File: src/rtl/ifu.sv
// Instruction fetch unit: fetches one instruction at a time, holds it until
// the downstream stage commits, then selects the next pc (jr/jal/beq/seq).
// Optional feature macro: IFU_ALIGN_CHK_EN -- halt on a misaligned next pc
// instead of silently clearing the low address bits.
module ifu (
    input  logic        clk,
    input  logic        reset,
    output logic        imem_req,
    output logic [31:0] imem_addr,
    input  logic        imem_ack,
    input  logic [31:0] imem_rdata,
    output logic [31:0] instr,
    output logic        instr_valid,
    output logic [31:0] pc,
    output logic [31:0] pc4,
    input  logic        nPC_Sel,
    input  logic        zero,
    input  logic        jal,
    input  logic        jr,
    input  logic [31:0] rs_data,
    input  logic        commit,
    output logic        addr_exc
);

`ifdef IFU_ALIGN_CHK_EN
    typedef enum logic [1:0] {FETCH = 2'd0, HOLD = 2'd1, HALT = 2'd2} state_t;
`else
    typedef enum logic [1:0] {FETCH = 2'd0, HOLD = 2'd1} state_t;
`endif

    localparam logic [31:0] RESET_PC = 32'h0000_3000;

    state_t      state, state_nxt;
    logic [31:0] pc_nxt, instr_nxt, target, br_off;
    logic        valid_nxt;

    assign pc4       = pc + 32'd4;
    assign imem_addr = pc;

    // Branch offset: sign-extended word displacement from the held instruction.
    assign br_off = {{14{instr[15]}}, instr[15:0], 2'b00};

    // Next-pc select, priority jr > jal > taken beq > sequential.
    always_comb begin
        target = pc4;
        if (jr)
            target = rs_data;
        else if (jal)
            target = {pc4[31:28], instr[25:0], 2'b00};
        else if (nPC_Sel && zero)
            target = pc4 + br_off;
    end

`ifdef IFU_ALIGN_CHK_EN
    logic exc_q, exc_nxt;
    assign addr_exc = exc_q;
`else
    assign addr_exc = 1'b0;
`endif

    // Next-state and datapath update; control inputs only matter on commit in HOLD.
    always_comb begin
        state_nxt = state;
        pc_nxt    = pc;
        instr_nxt = instr;
        valid_nxt = instr_valid;
        imem_req  = 1'b0;
`ifdef IFU_ALIGN_CHK_EN
        exc_nxt   = exc_q;
`endif
        case (state)
            FETCH: begin
                imem_req = 1'b1;
                if (imem_ack) begin
                    instr_nxt = imem_rdata;
                    valid_nxt = 1'b1;
                    state_nxt = HOLD;
                end
            end
            HOLD: begin
                if (commit) begin
                    valid_nxt = 1'b0;
`ifdef IFU_ALIGN_CHK_EN
                    if (target[1:0] != 2'b00) begin
                        exc_nxt   = 1'b1;
                        state_nxt = HALT;
                    end else begin
                        pc_nxt    = target;
                        state_nxt = FETCH;
                    end
`else
                    pc_nxt    = target & ~32'h3;
                    state_nxt = FETCH;
`endif
                end
            end
`ifdef IFU_ALIGN_CHK_EN
            HALT: begin
                state_nxt = HALT;
            end
`endif
            default: state_nxt = FETCH;
        endcase
    end

    // State and datapath registers; reset wins over any concurrent ack/commit.
    always_ff @(posedge clk or posedge reset) begin
        if (reset) begin
            state       <= FETCH;
            pc          <= RESET_PC;
            instr       <= 32'h0;
            instr_valid <= 1'b0;
`ifdef IFU_ALIGN_CHK_EN
            exc_q       <= 1'b0;
`endif
        end else begin
            state       <= state_nxt;
            pc          <= pc_nxt;
            instr       <= instr_nxt;
            instr_valid <= valid_nxt;
`ifdef IFU_ALIGN_CHK_EN
            exc_q       <= exc_nxt;
`endif
        end
    end

endmodule

File: config.mk
export PLATFORM = sky130hd
export DESIGN_NAME = ifu
export DESIGN_NICKNAME = d
export VERILOG_FILES = /design/src/rtl/ifu.sv
export SDC_FILE = /design/constraint.sdc
export NUM_CORES = 1
export LEC_CHECK = 0
export BUFFER_PORTS_ARGS = -buffer_cell sky130_fd_sc_hd__buf_4
export CAP_MARGIN = 20
export CORE_MARGIN = 10
export CORE_UTILIZATION = 51
export DETAILED_ROUTE_END_ITERATION = 7
export PLACE_DENSITY = 0.82
export SLEW_MARGIN = 10
export SYNTH_ARGS = -nofsm -noshare
export SYNTH_HDL_FRONTEND = slang
export SYNTH_SLANG_ARGS = --single-unit
File: constraint.sdc
create_clock -name clk -period 4.6 [get_ports clk]
set_input_delay 0.23 -clock clk [delete_from_list [all_inputs] [get_ports clk]]
set_output_delay 0.23 -clock clk [all_outputs]
set_load 0.01 [all_outputs]
==> results.tsv <==
metric	value	unit
DR WL met2	9242	µm
hold crit path type	in -> reg	
Final GP Congestion	0.9383	
row cnt	38	
RSZ-0062 raised after global routing	false	
post-route antenna net violation count	0	
# setup viols final	0	
DRC violations left	0	
DP HPWL	15990	µm
pin count of the biggest net entering global routing	44	
Placed Area	6985	µm²
Main synth FF type	dfrtp_1	
leakage power	0.003471	µW
Die Ht	125.0	µm
total negative slack	0	ns
crit start category	flop	
metal3 WL	1941	µm
slowest stage cell on the critical path	dfrtp_1	
Final Hold Slack	0.07587	ns
clock sink count	63	
initial antenna violation count	0	
final non-filler cell area	7193	µm²
synthesized area	5625	µm²
Final Hold Fails	0	
critical path endpoint category	flop	
wl on met1	8771	µm
Max Slew Vio Count	0	
final core area utilization	66.36	%
post-layout min period	4.250	ns
commonest non-fill, non-tap cell in the layout	buf_4	
power density over cell area	545.0	nW/µm²
CTS H-tree lvls	3	
Max IR drop VDD	0.2823	mV
worst skew pair latency	0.36	ns
Netlist cell types	73	
Synth async-reset ratio	100.0	%
Worst-path clk slew	0.07	ns
Num CTS Buffers	9	
worst-path fanout max	9	
worst r2r path cells	14	
chip width	125.0	µm
Worst Setup Path Type	reg -> reg	
share of cells above drive strength 1	32.89	%
sequential area share after synthesis	28.07	%
Ys Warns	0	
DR pass1 iterations	5	
die area	15630	µm²
critical path, cell by cell	and4_4, and4_1, nand2_1, xnor2_2, ha_1, a21o_1, or2_2, o41ai_1, a31oi_1, a21boi_0, o21ai_0, xor2_1, a21oi_1, o22ai_1	
commonest cells after routing, fill and taps aside	buf_4 (207), nand2_1 (66), dfrtp_1 (61)	
CP required	4.84	ns
post-DR vias/cell	5.960	
Starting DRT DRC Count	737	
arrival time of the worst setup path	4.49	ns
Pwr Total	3920	µW
CTS tree	built	
number of global-route vias before repair	5665	
CTS Root Cell	clkbuf_8	
Clock Skew	0.01220	ns
Final Cycle Share	92.40	%
Yosys top cell by area	dfrtp_1	
antenna cells	0	
status	finished clean	
max layer used	met4	
Starting Density	51.89	%
IO Port Bufs	193	
number of flops mapped to enable cells by yosys	0	
Vias	5763	
Synth area leaders	dfrtp_1 (27%), ha_1 (8.0%), mux2_2 (5.8%)	
I/O pin cnt	203	
CP peak stage delay	0.49	ns
grt ovf	0	
Area Overhead vs Synth	27.87	%
core footprint	10840	µm²
#FFs+latches synth	63	
routed len/inst	21.00	µm
final wirelength	20310	µm
Synth top area share	27.14	%
Mapped Cells	665	
Achievable Freq	235.3	MHz
GRT Overall Usage	24.81	%
maxcap violations	0	
relative slew slack	34.40	%
Total Nets Final	931	
cell depth of the worst hold path	3	
Least-Margin Pin Slew	0.9819	ns
maximum root-to-sink buffer count	2	
post-CTS setup buffers	0	
global-route wire length before repair	31920	µm
mean area per synthesized cell	8.459	µm²
-- synthesized netlist by cell type (12+ instances only) --
library cell,n
mux2_2,29
o211ai_1,13
xnor2_1,29
ha_1,36
o21ai_0,46
a21oi_1,46
nand2_1,66
a21o_1,22
inv_1,18
dfrtp_1,61
buf_4,37
xor2_1,19
nor2_1,46
clkbuf_1,24
a31oi_1,13
and3_1,12
nand3_1,14
-- layer usage --
metal	up-vias	track usage (%)
met5	-	0
met4	0	7.724
met3	31	5.450
met2	317	38.44
met1	2710	33.72
li1	2705	-
-- report_power, final --
part | internal [µW] | switching (µW) | total, µW | leakage (µW)
sequential | 705 | 232 | 938 | 0.000742
clock | 256 | 218 | 474 | 0.0000970
combinational | 1140 | 1370 | 2510 | 0.00263
-- final timing paths --
kind | startpoint | end | slack [ns]
max in group asynchronous | reset | imem_addr[12]$_DFFE_PP1P_ | 3.20
min in group asynchronous | reset | instr[31]$_DFFE_PP0P_ | 0.47
hold / removal | imem_rdata[13] | instr[13]$_DFFE_PP0P_ | 0.08
hold reg to reg | instr[31]$_DFFE_PP0P_ | instr[31]$_DFFE_PP0P_ | 0.51
setup reg to reg | imem_addr[5]$_DFFE_PP0P_ | imem_addr[27]$_DFFE_PP0P_ | 0.35
setup / recovery | imem_addr[5]$_DFFE_PP0P_ | imem_addr[27]$_DFFE_PP0P_ | 0.35
-- timing repair --
| action | CTS | global route |
|---|---|---|
| setup endpoints to repair | 0 | 1 |
| hold endpoints to repair | 23 | 0 |
| gates resized for setup | 0 | 1 |
| hold buffers | 1 | 0 |
-- layout make-up --
cell class                 instances  area [µm²]
tap                              140       175.2
timing repair buffer             208        1564
clock buffer                      16       190.2
sequential                        63        1579
inverter                          19       71.32
multi-input combinational        521        3613
fill                             908        3647
-- stage by stage --
stage / instances / worst slack (ns)
final: 967 / 0.3498
after global routing: 967 / 0.06632
after CTS: 967 / 0.3617
after detailed placement: 950 / 0.4500
after global placement: 950 / 0.5037
after floorplan: 671 / 0.6496
-- cell families after synthesis --
group	count (synthesis)	share of synthesized area (%)
mux	33	6.517
other cells	1	0.06666
flops	63	28.07
compound gates	201	23.33
buf+inv	87	8.363
fa+ha+maj	37	8.363
simple gates	192	16.95
xor+xnor	51	8.341
-- critical path: cells and delay by family (launching register included) --
family / cells / cell delay [ns]
AOI/OAI and AO/OA: 7 / 1.84
xor gates and xnor gates: 2 / 0.50
adders and majority gates: 1 / 0.40
DFF: 1 / 0.49
and+or+nand+nor: 4 / 0.92
-- sequential cells by signal, indices dropped and copies added (netlist names) --
signal,flops
instr,32
state,1
imem_addr,30
(Power assumes the default switching activity.)
